`config.mk`:
```
export PLATFORM = sky130hd
export DESIGN_NAME = fifo_drain_ctrl_flat
export DESIGN_NICKNAME = d
export VERILOG_FILES = /design/src/rtl/fifo_drain_ctrl_pkg.sv /design/src/rtl/fifo_drain_ctrl_if.sv /design/src/rtl/fifo_drain_ctrl_gap_timer.sv /design/src/rtl/fifo_drain_ctrl.sv /design/src/flat_wrapper.sv
export SDC_FILE = /design/constraint.sdc
export NUM_CORES = 1
export LEC_CHECK = 0
export BUFFER_PORTS_ARGS = -buffer_cell sky130_fd_sc_hd__buf_2
export CAP_MARGIN = 15
export CELL_PAD_IN_SITES_DETAIL_PLACEMENT = 2
export CELL_PAD_IN_SITES_GLOBAL_PLACEMENT = 2
export CORE_MARGIN = 3
export CORE_UTILIZATION = 29
export CTS_BUF_LIST = sky130_fd_sc_hd__clkbuf_8
export DETAILED_ROUTE_END_ITERATION = 8
export HOLD_SLACK_MARGIN = 0.02
export PLACE_DENSITY = 0.78
export SLEW_MARGIN = 15
export SYNTH_ARGS = -nofsm -noshare
export SYNTH_HDL_FRONTEND = slang
export SYNTH_HIERARCHICAL = 1
export SYNTH_SLANG_ARGS = --single-unit
```
`constraint.sdc`:
```
create_clock -name clk -period 1.78 [get_ports clk]
set_input_delay 0.445 -clock clk [delete_from_list [all_inputs] [get_ports clk]]
set_output_delay 0.445 -clock clk [all_outputs]
set_load 0.05 [all_outputs]
```
`src/rtl/fifo_drain_ctrl_pkg.sv`:
```
// fifo_ctrl_pkg: shared drain-controller types and defaults
package fifo_ctrl_pkg;
  localparam int STATE_W = 3;
  localparam int DEF_DATA_WIDTH = 8;
  typedef enum logic [STATE_W-1:0] {IDLE, LOAD, WAIT_ACK, WAIT_DONE, GAP} state_t;
endpackage

```
`src/rtl/fifo_drain_ctrl_if.sv`:
```
// fifo_drain_ctrl_if: FIFO read port + serializer VALID/BUSY handshake bundle
// master = drain controller (drives fifo_r_inc, tx_data, tx_data_valid)
// slave  = FIFO/serializer side (drives fifo_empty, fifo_rd_data, tx_busy)
interface fifo_drain_ctrl_if import fifo_ctrl_pkg::*; #(parameter int DATA_WIDTH = DEF_DATA_WIDTH);
  logic                  fifo_empty;
  logic [DATA_WIDTH-1:0] fifo_rd_data;
  logic                  fifo_r_inc;
  logic                  tx_busy;
  logic [DATA_WIDTH-1:0] tx_data;
  logic                  tx_data_valid;
  modport master(input fifo_empty, fifo_rd_data, tx_busy, output fifo_r_inc, tx_data, tx_data_valid);
  modport slave(output fifo_empty, fifo_rd_data, tx_busy, input fifo_r_inc, tx_data, tx_data_valid);
endinterface

```
`src/rtl/fifo_drain_ctrl_gap_timer.sv`:
```
// drain_gap_timer: down-counter that times the idle gap after a full burst
// i_load: arm with GAP_CYCLES; i_count: advance one step; o_expired: last gap cycle reached
module drain_gap_timer #(
  parameter int GAP_CYCLES = 2
) (
  input  logic clk,
  input  logic rst,
  input  logic i_load,
  input  logic i_count,
  output logic o_expired
);
  localparam int GW = $clog2(GAP_CYCLES + 1);
  logic [GW-1:0] r_cnt;
  // loaded with GAP_CYCLES-1 so expiry lands on the GAP_CYCLES-th gap cycle
  always_ff @(posedge clk)
    if (rst) r_cnt <= '0;
    else r_cnt <= i_load ? GW'(GAP_CYCLES - 1) : (i_count && r_cnt != '0) ? r_cnt - GW'(1) : r_cnt;
  assign o_expired = r_cnt == '0;
endmodule

```
`src/rtl/fifo_drain_ctrl.sv`:
```
// fifo_drain_ctrl: pops FIFO words and hands them one at a time to a serializer, with burst gaps
// clk/rst: read-domain clock, sync active-high reset; i_en: drain enable
// drain: FIFO read port + serializer handshake; o_ctrl_busy: not IDLE; o_words_sent: wrapping hand-off count
module fifo_drain_ctrl import fifo_ctrl_pkg::*; #(
  parameter int DATA_WIDTH = DEF_DATA_WIDTH,
  parameter int BURST_MAX  = 16,
  parameter int GAP_CYCLES = 2,
  parameter int CNT_WIDTH  = 16
) (
  input  logic                 clk,
  input  logic                 rst,
  input  logic                 i_en,
  fifo_drain_ctrl_if.master    drain,
  output logic                 o_ctrl_busy,
  output logic [CNT_WIDTH-1:0] o_words_sent
);
  localparam int BW = $clog2(BURST_MAX + 1);
  state_t                r_state, w_next;
  logic [BW-1:0]         r_burst;
  logic [DATA_WIDTH-1:0] r_data;
  logic [CNT_WIDTH-1:0]  r_words;
  logic                  w_take, w_ack, w_done, w_full, w_gap_load, w_gap_done;
  assign w_take     = r_state == IDLE && i_en && !drain.fifo_empty && !drain.tx_busy;
  assign w_ack      = r_state == WAIT_ACK && drain.tx_busy;
  assign w_done     = r_state == WAIT_DONE && !drain.tx_busy;
  assign w_full     = r_burst == BW'(BURST_MAX);
  assign w_gap_load = w_done && w_full;
  drain_gap_timer #(.GAP_CYCLES(GAP_CYCLES)) u_gap (
    .clk      (clk),
    .rst      (rst),
    .i_load   (w_gap_load),
    .i_count  (r_state == GAP),
    .o_expired(w_gap_done)
  );
  always_comb begin
    w_next = w_take                        ? LOAD      :
             r_state == LOAD               ? WAIT_ACK  :
             w_ack                         ? WAIT_DONE :
             w_done                        ? (w_full ? GAP : IDLE) :
             (r_state == GAP && w_gap_done) ? IDLE      : r_state;
    drain.fifo_r_inc    = r_state == LOAD;
    drain.tx_data_valid = r_state == LOAD || r_state == WAIT_ACK;
    drain.tx_data       = r_data;
    o_ctrl_busy         = r_state != IDLE;
    o_words_sent        = r_words;
  end
  always_ff @(posedge clk)
    if (rst) begin
      r_state <= IDLE;
      r_burst <= '0;
      r_data  <= '0;
      r_words <= '0;
    end else begin
      r_state <= w_next;
      if (w_take) r_data <= drain.fifo_rd_data;
      if (w_ack) r_words <= r_words + CNT_WIDTH'(1);
      // a disabled IDLE restarts the burst, so resumed draining gets a full burst
      r_burst <= ((r_state == IDLE && !i_en) || w_gap_load) ? '0 : w_ack ? r_burst + BW'(1) : r_burst;
    end
endmodule

```
`src/flat_wrapper.sv`:
```
// flat-port wrapper written by rule: the top's interface ports become plain ports
module fifo_drain_ctrl_flat import fifo_ctrl_pkg::*;
#(
  parameter int DATA_WIDTH = DEF_DATA_WIDTH,
  parameter int BURST_MAX  = 16,
  parameter int GAP_CYCLES = 2,
  parameter int CNT_WIDTH  = 16
)
  (clk, rst, i_en, o_ctrl_busy, o_words_sent, drain_fifo_empty, drain_fifo_rd_data, drain_tx_busy, drain_fifo_r_inc, drain_tx_data, drain_tx_data_valid);
  fifo_drain_ctrl_if #(.DATA_WIDTH(DATA_WIDTH)) drain_i ();
  input  logic clk;
  input  logic rst;
  input  logic i_en;
  output logic o_ctrl_busy;
  output logic [CNT_WIDTH-1:0] o_words_sent;
  input wire logic [$bits(drain_i.fifo_empty)-1:0] drain_fifo_empty;
  input wire logic [$bits(drain_i.fifo_rd_data)-1:0] drain_fifo_rd_data;
  input wire logic [$bits(drain_i.tx_busy)-1:0] drain_tx_busy;
  output wire logic [$bits(drain_i.fifo_r_inc)-1:0] drain_fifo_r_inc;
  output wire logic [$bits(drain_i.tx_data)-1:0] drain_tx_data;
  output wire logic [$bits(drain_i.tx_data_valid)-1:0] drain_tx_data_valid;
  assign drain_i.fifo_empty = drain_fifo_empty;
  assign drain_i.fifo_rd_data = drain_fifo_rd_data;
  assign drain_i.tx_busy = drain_tx_busy;
  assign drain_fifo_r_inc = drain_i.fifo_r_inc;
  assign drain_tx_data = drain_i.tx_data;
  assign drain_tx_data_valid = drain_i.tx_data_valid;
  fifo_drain_ctrl #(.DATA_WIDTH(DATA_WIDTH), .BURST_MAX(BURST_MAX), .GAP_CYCLES(GAP_CYCLES), .CNT_WIDTH(CNT_WIDTH)) u_core (.clk(clk), .rst(rst), .i_en(i_en), .drain(drain_i), .o_ctrl_busy(o_ctrl_busy), .o_words_sent(o_words_sent));
endmodule
```
Yosys cells after proc, flatten, opt, wreduce, memory -nomap -nowiden
Cells that the tools add are included.

storage, ports and cells
  word-level logic and storage cells = 50
  latch bits = 0
  output and inout bits = 27
  bits in registers = 34
  memories = 0
  bits in writable memories = 0
  memory bits (read-only) = 0
  input port bits = 13

cells by class
  add/sub/neg operators = 3
  div/mod/pow operators = 0
  order comparisons = 0
  multiplexer cells = 8
  bitwise gates (word level) = 0
  reduce and logical (&&, ||, !) cells = 26
  shifts and indexed selects = 0
  multiply operators = 0
  eq/ne operators = 5

operators with widths
  kind                                                                number
  16-bit by 1-bit adder with 16-bit output, second input constant     1
  1-bit logical AND                                                   9
  3-bit two-way mux                                                   3
  3-bit by 2-bit == test with 1-bit output, second input constant     2
  2-bit nonzero test                                                  3
  2-bit OR reduction                                                  3
  5-bit by 1-bit adder with 5-bit output, second input constant       1
  5-bit == test, second input constant                                1
  5-bit nonzero test                                                  1
  2-bit two-way mux                                                   2
  4-bit nonzero test                                                  1
  4-bit OR reduction                                                  1
  3-bit by 1-bit == test with 1-bit output, second input constant     1
  3-bit == test, second input constant                                1
  1-bit zero test                                                     3
  3-bit zero test                                                     1
  1-bit two-way mux                                                   3
  3-bit nonzero test                                                  1
  2-bit zero test                                                     1
  1-bit logical OR                                                    2
  2-bit by 1-bit subtractor with 2-bit output, second input constant  1

Longest topological paths before layout
Gate-level depths: netlist of the first run.

  depth in word-level cells = 7
  gate-level depth with buffers = 7
  depth with buffers taken out = 6

By module
Netlist of the first run, hierarchy kept.

modules (own cells, without submodules)
  module           instances  sequential area each (µm²)  cells each  area each (µm²)
  fifo_drain_ctrl  1          640.6                       163         1432.6
  drain_gap_timer  1          40.0                        11          123.9

Least setup slack after synthesis of the first run
Ideal clock, no wire load.

  path type = reg-to-reg
  from = register u_core.r_words[3], in the netlist u_core/o_words_sent[3]
  to = register u_core.r_words[15], in the netlist u_core/o_words_sent[15]
  setup time = 0.070 ns
  cell stages (with the launch flop) = 6
  data required time = 1.710 ns
  arrival = 1.953 ns
  path buffers = 1
  path slack = -0.244 ns
  clock period less this slack = 2.024 ns
  path through = dfxtp_1 and4_1 clkbuf_1 nand4_1 or4_1 a21oi_1

between the ends
  word-level cells in the longest chain between the ends = 1

ends and longest elaborated chain
  element                                   RTL line               text
  start, declared                           fifo_drain_ctrl.sv:21  logic [CNT_WIDTH-1:0] r_words;
  start signal, assigned                    fifo_drain_ctrl.sv:56  if (w_ack) r_words <= r_words + CNT_WIDTH'(1);
  16-bit by 1-bit adder with 16-bit output  fifo_drain_ctrl.sv:56

No other way between the ends.
A chain may end at the register's enable or synchronous reset.

Worst setup path after layout of the first run
  from = register u_core.r_state[0]
  to = register u_core.r_data[3], in the netlist u_core/drain.tx_data[3]

between the ends
  word-level cells in the longest chain between the ends = 4

ends and longest elaborated chain
  element                         RTL line               text
  start, declared                 fifo_drain_ctrl.sv:18  state_t r_state, w_next;
  start signal, assigned          fifo_drain_ctrl.sv:54  r_state <= w_next;
  3-bit zero test                 fifo_drain_ctrl.sv:23  assign w_take = r_state == IDLE && i_en && !drain.fifo_empty && !drain.tx_busy;
  1-bit logical AND (3 in a row)  fifo_drain_ctrl.sv:23
  end signal, assigned            fifo_drain_ctrl.sv:55  if (w_take) r_data <= drain.fifo_rd_data;
  end, declared                   fifo_drain_ctrl.sv:20  logic [DATA_WIDTH-1:0] r_data;

No other way between the ends.

==> results of run 1 <==
## stage by stage
step / TNS (ps) / total power, uW / area (um^2)
3_3_place_gp: 0 / 925 / 1870
2_1_floorplan: -721 / 886 / 1560
3_5_place_dp: 0 / 928 / 1870
6_report: 0 / 1480 / 1980
4_1_cts: 0 / 1510 / 1970
5_1_grt: 0 / 1550 / 1980
## layout make-up
cell class / count / area (um^2) / share of cell area (%)
Tap cell: 70 / 87.6 / 4.43
Multi-Input combinational cell: 124 / 803 / 40.6
Timing Repair Buffer: 51 / 295 / 14.9
Sequential cell: 34 / 686 / 34.7
Clock buffer: 6 / 82.6 / 4.18
Inverter: 6 / 22.5 / 1.14
## cell families after synthesis
logic type,after synthesis,share of synthesized area [%]
AND/OR/NAND/NOR,79,26.9
flip-flops,34,43.7
AO/OA/AOI/OAI,19,7.88
buffers and inverters,16,5.30
XOR/XNOR,14,7.88
multiplexers,8,5.14
adder cells (fa/ha/maj),4,3.22
## flip-flops by register name (all words and copies together) (netlist names)
register	count
u_core/o_words_sent	16
u_core/drain.tx_data	8
u_core/r_state	3
u_core/u_gap/r_cnt	2
u_core/r_burst	5
## critical path: stages (launching register included)
cell and delay (ps):
dfxtp_1 310, or3_4 380, or4b_1 490, buf_6 170, mux2i_1 160, nor2_1 50
## cells in the mapped netlist (2+ instances only)
library cell  count
dfxtp_1          34
mux2i_1           8
buf_2             3
nor2_1           27
a21oi_1          11
and3_1            4
nor2b_1           2
nand2_1          13
or3_1             5
buf_6             2
xor2_1           11
nand3_1           7
inv_1             6
nand4_1           6
xnor2_1           3
nor3_1            2
o21ai_0           5
and4_1            3
ha_1              4
clkbuf_1          4
## routing by layer
layer  vias up  track usage (%)  routed length, um
met5         -                0                  0
met4         0             6.70                 85
met3         7             3.06                141
met2        24             25.1               2160
met1       705             17.1               1770
li1        691                -                  -
## power by group through the flow
stage          combinational, uW  sequential (uW)  clock (uW)
6_report                     138              775         568
5_1_grt                      150              776         628
4_1_cts                      138              775         593
3_5_place_dp                 135              793           0
3_3_place_gp                 133              792           0
2_1_floorplan               69.6              816           0
## repair_timing
item,4_1_cts,5_1_grt
setup endpoints to repair,1,4
endpoints found under the hold margin,0,0
pin swaps,0,0
gates resized for setup,3,3
## path summary, 6_finish.rpt
kind                                  end
setup reg to reg  u_core/drain.tx_data[3]
hold / removal    u_core/drain.tx_data[1]
setup / recovery  u_core/drain.tx_data[3]
hold reg to reg   u_core/o_words_sent[15]
==> impl_metrics.py, run 1 <==
metrics = {
    "run_status": {
        "status": "finished, final reports clean",
    },
    "cells_and_area": {
        "drive_above_1_share_pct": 29.9,
        "area.growth.synth_to_final_pct": 27.0,
        "finish.cell_count_without_fillers": 291,
        "num-fill-cells": 609,
        "final_cell_mix": "buf_2 (38), dfxtp_1 (30), nor2_1 (27)",
        "mostFrequentLayoutCell": "buf_2",
        "antenna_cells_inserted": 0,
        "final_util_pct": 38.5,
        "number_of_nets_in_the_layout": 239,
    },
    "clock_network": {
        "post-cts-setup-buffer-count": 0,
        "clk-insertion-delay-late_ps": 290,
        "cts_tree": "done",
        "cts_made_buffers": 5,
        "clk_transition_reported_paths_ps": 60,
        "clock_tree.root_cell": "clkbuf_8",
        "htreeDepth": 2,
        "ctsHoldBuffers": 0,
        "clock_sinks": 34,
        "clk_path_buf_depth": 2,
    },
    "timing": {
        "drv_slew": 0,
        "post-route-worst-setup-slack_ps": 93.9,
        "worst-slew-pin-transition_ps": 362,
        "hold_violations": 0,
        "rsz_0062_raised_after_global_routing": "no",
        "fin_crit_sh_pct": 94.7,
        "max_freq_mhz": 593,
        "post-route-min-period_ps": 1690,
        "relSlewSlack_pct": 75.9,
        "hold-worst-slack_ps": 397,
        "setup_violations": 0,
        "fin_skew_ps": 7.36,
    },
    "worst_setup_path": {
        "worst-endpoint-arrival_ps": 1850,
        "reg2regPathDepth": 5,
        "crit_path_start_kind": "flip-flop",
        "critical_path.max_fanout": 10,
        "worstSetupEndpointType": "flip-flop",
        "crit_required_ps": 1950,
        "regToRegSetupSlack_ps": 90,
        "critical_path_class": "flip-flop to flip-flop",
        "crit_start": "u_core/r_state[0]",
        "rr_startpoint": "u_core/r_state[0]",
    },
    "global_route": {
        "grt.total_usage_pct": 14.5,
        "pin_count_of_the_biggest_net_entering_global_routing": 30,
        "first_global_vias": 1471,
        "antenna_found_initial": 0,
        "global_route_wire_length_before_repair_um": 7060,
        "grt_overflow": 0,
    },
    "pwr": {
        "p_per_area_nw_per_um2": 749,
        "clock_power_share_pct": 38.4,
        "power.ir.vdd_worst_mv": 0.265,
        "power_frac_comb_pct": 9.3,
        "switchingPower_uw": 367,
        "internal_power_uw": 1110,
        "p_leak_uw": 0.000891,
        "power_switching_share_pct": 24.8,
        "p_seq_share_pct": 52.4,
    },
    "yosys": {
        "post_synth_inst_count": 174,
        "post-synth-top-area-fraction_pct": 43.7,
        "share_of_flip_flops_with_an_asynchronous_set_or_reset_pct": 0,
        "synth-main-ff-cell": "dfxtp_1",
        "synth.area.top_cells": "dfxtp_1 (44%), nor2_1 (6.5%), xor2_1 (6.2%)",
        "ys.warnings.count": 6,
        "synth_nets": 191,
        "synth.cell_area_um2": 1560,
        "synth_edf_count": 0,
        "synth_seq_area_share_pct": 43.7,
        "post_synth.cell_area_avg_um2": 8.95,
        "ys_types": 34,
        "synthDominantAreaCellType": "dfxtp_1",
        "synth_seq_cells": 34,
    },
    "detailed_routing": {
        "drtIter0Drc": 31,
        "avgRoutedWirePerCell_um": 14.3,
        "drtPass1Iterations": 4,
        "drc_errors": 0,
        "final_antenna_net_count": 0,
        "via_count": 1427,
        "vias_per_cell": 4.90,
        "wl_um": 4160,
    },
    "min_path": {
        "timing.hold.worst_path_depth": 3,
        "hold_wc_startpoint": "drain_fifo_rd_data[1]",
        "holdCritPathClass": "primary input to flip-flop",
    },
    "floorplan": {
        "dieHeight_um": 79.3,
        "die_width_um": 79.3,
        "fp-row-count": 26,
        "floorplan.initialDensity_pct": 30.3,
        "floorplan.core_area_um2": 5140,
        "die_area_um2": 6280,
        "ios": 40,
    },
    "place": {
        "finalWeightedCongestion": 0.726,
        "place.port_buffers": 39,
        "pre_cts_ws_ps": 74.0,
        "numPlacedInstances": 285,
        "hpwl_um": 3120,
    },
    "flow_run": {
        "maxCapViolations": 0,
    },
}
Power figures use the tool's default switching activity.
==> run 2: changes to the inputs <==
Settings changed: CORE_UTILIZATION 29 to 27, CTS_BUF_LIST sky130_fd_sc_hd__clkbuf_8 to default, PLACE_DENSITY 0.78 to 0.73.
==> impl_metrics.py, run 2 (synthesis results as in run 1) <==
metrics = {
    "clock_network": {
        "clock_tree.root_cell": "clkbuf_8",
        "post-cts-setup-buffer-count": 0,
        "htreeDepth": 2,
        "clk_transition_reported_paths_ps": 70,
        "clk_path_buf_depth": 2,
        "cts_made_buffers": 5,
        "cts_tree": "done",
        "clk-insertion-delay-late_ps": 280,
        "clock_sinks": 34,
    },
    "floorplan": {
        "ios": 40,
        "fp-row-count": 27,
        "die_area_um2": 6710,
        "floorplan.core_area_um2": 5540,
        "dieHeight_um": 81.9,
        "floorplan.initialDensity_pct": 28.1,
        "die_width_um": 81.9,
    },
    "pwr": {
        "p_leak_uw": 0.000912,
        "power_frac_comb_pct": 8.4,
        "power.ir.vdd_worst_mv": 0.285,
        "switchingPower_uw": 375,
        "p_seq_share_pct": 48.1,
        "clock_power_share_pct": 43.5,
        "power_switching_share_pct": 23.3,
        "p_per_area_nw_per_um2": 798,
        "internal_power_uw": 1230,
    },
    "worst_setup_path": {
        "path_cells": "or3_4 -> or4b_4 -> buf_6 -> mux2i_1 -> nor2_1",
        "worstSetupEndpointType": "flip-flop",
        "crit_path_start_kind": "flip-flop",
        "crit_required_ps": 1940,
        "critical_path_class": "flip-flop to flip-flop",
        "worst-endpoint-arrival_ps": 1850,
        "cp_slowest_stage_delay_ps": 490,
        "worst_path_max_delay_cell": "or4b_4",
        "critical_path.max_fanout": 10,
    },
    "detailed_routing": {
        "avgRoutedWirePerCell_um": 13.7,
        "wl_um": 4080,
        "vias_per_cell": 4.65,
        "drtPass1Iterations": 4,
        "final_antenna_net_count": 0,
        "drtIter0Drc": 25,
        "drc_errors": 0,
        "via_count": 1380,
    },
    "cells_and_area": {
        "finish.cell_count_without_fillers": 297,
        "mostFrequentLayoutCell": "buf_2",
        "final_cell_mix": "buf_2 (38), dfxtp_1 (30), nor2_1 (27)",
        "area.growth.synth_to_final_pct": 29.6,
        "register_area_um2": 686,
        "number_of_nets_in_the_layout": 241,
        "num-fill-cells": 657,
        "total_area_of_multi_input_combinational_cells_um2": 802,
        "drive_above_1_share_pct": 30.7,
        "largest_register_ffs": 16,
        "antenna_cells_inserted": 0,
    },
    "place": {
        "numPlacedInstances": 289,
        "place.port_buffers": 39,
        "finalWeightedCongestion": 0.711,
        "hpwl_um": 3010,
        "pre_cts_ws_ps": 61.9,
    },
    "global_route": {
        "pin_count_of_the_biggest_net_entering_global_routing": 30,
        "grt.total_usage_pct": 13.1,
        "global_route_wire_length_before_repair_um": 6780,
        "first_global_vias": 1381,
        "grt_overflow": 0,
        "antenna_found_initial": 0,
    },
    "timing": {
        "max_freq_mhz": 591,
        "hold_violations": 0,
        "drv_slew": 0,
        "relSlewSlack_pct": 77.1,
        "fin_skew_ps": 5.77,
        "rsz_0062_raised_after_global_routing": "yes",
        "setup_violations": 0,
        "post-route-min-period_ps": 1690,
        "post-route-worst-setup-slack_ps": 86.8,
        "hold-worst-slack_ps": 393,
        "fin_crit_sh_pct": 95.1,
        "worst-slew-pin-transition_ps": 343,
        "setup-tns-final_ps": 0,
    },
    "run_status": {
        "status": "finished, final reports clean",
    },
    "min_path": {
        "holdCritPathClass": "primary input to flip-flop",
    },
    "flow_run": {
        "maxCapViolations": 0,
    },
}
run 2: cell count changes in the layout (fill, tap and decap cells not counted), sizes merged:
cell / change
buf: +2
bufinv: +1
clkbuf: +1
run 2: final timing paths:
kind	startpoint	to	slack, ps	depth (start not counted)
setup / recovery	u_core/r_state[0]	u_core/drain.tx_data[6]	90	5
hold / removal	drain_fifo_rd_data[7]	u_core/drain.tx_data[7]	390	3
setup reg to reg	u_core/r_state[0]	u_core/drain.tx_data[6]	90	5
hold reg to reg	u_core/r_burst[1]	u_core/r_burst[1]	500	2
run 2: area by class of cell:
class	count	share of cell area, %
multi-input combinational	124	39.8
sequential	34	34.0
timing repair buffer	53	15.4
tap	72	4.47
clock buffer	7	3.78
clock inverter	1	1.49
inverter	6	1.12
run 2: power by group through the flow:
stage / Combinational, uW / Clock (uW) / Sequential (uW)
floorplan: 69.6 / 0 / 816
global placement: 132 / 0 / 792
detailed placement: 134 / 0 / 793
CTS: 135 / 733 / 775
global route: 149 / 767 / 776
finish: 136 / 700 / 775
run 2: timing repair:
item,4_1_cts,5_1_grt
endpoints found under the setup margin,1,10
gates resized for setup,1,5
hold buffers,0,0
run 2: per-layer routing:
metal | share of wire (%) | global-route usage, % | up-vias
met5 | 0 | 0 | -
met4 | 0.74 | 2.99 | 0
met3 | 4.8 | 3.84 | 4
met2 | 49 | 21.7 | 25
met1 | 45 | 16.6 | 657
li1 | - | - | 694
run 2: stage by stage:
stage	util (%)	area [um^2]	total power (uW)
2_1_floorplan	-	1560	886
3_3_place_gp	34.1	1890	925
3_5_place_dp	34.1	1890	927
4_1_cts	36.1	2000	1640
5_1_grt	36.4	2020	1690
6_report	36.4	2020	1610
run 2: worst max-delay path, delay by kind of cell, from the launching register on:
| kind | cells | cell delay, ps |
|---|---|---|
| mux | 1 | 160 |
| buf+inv | 1 | 170 |
| flops | 1 | 310 |
| simple gates | 3 | 930 |
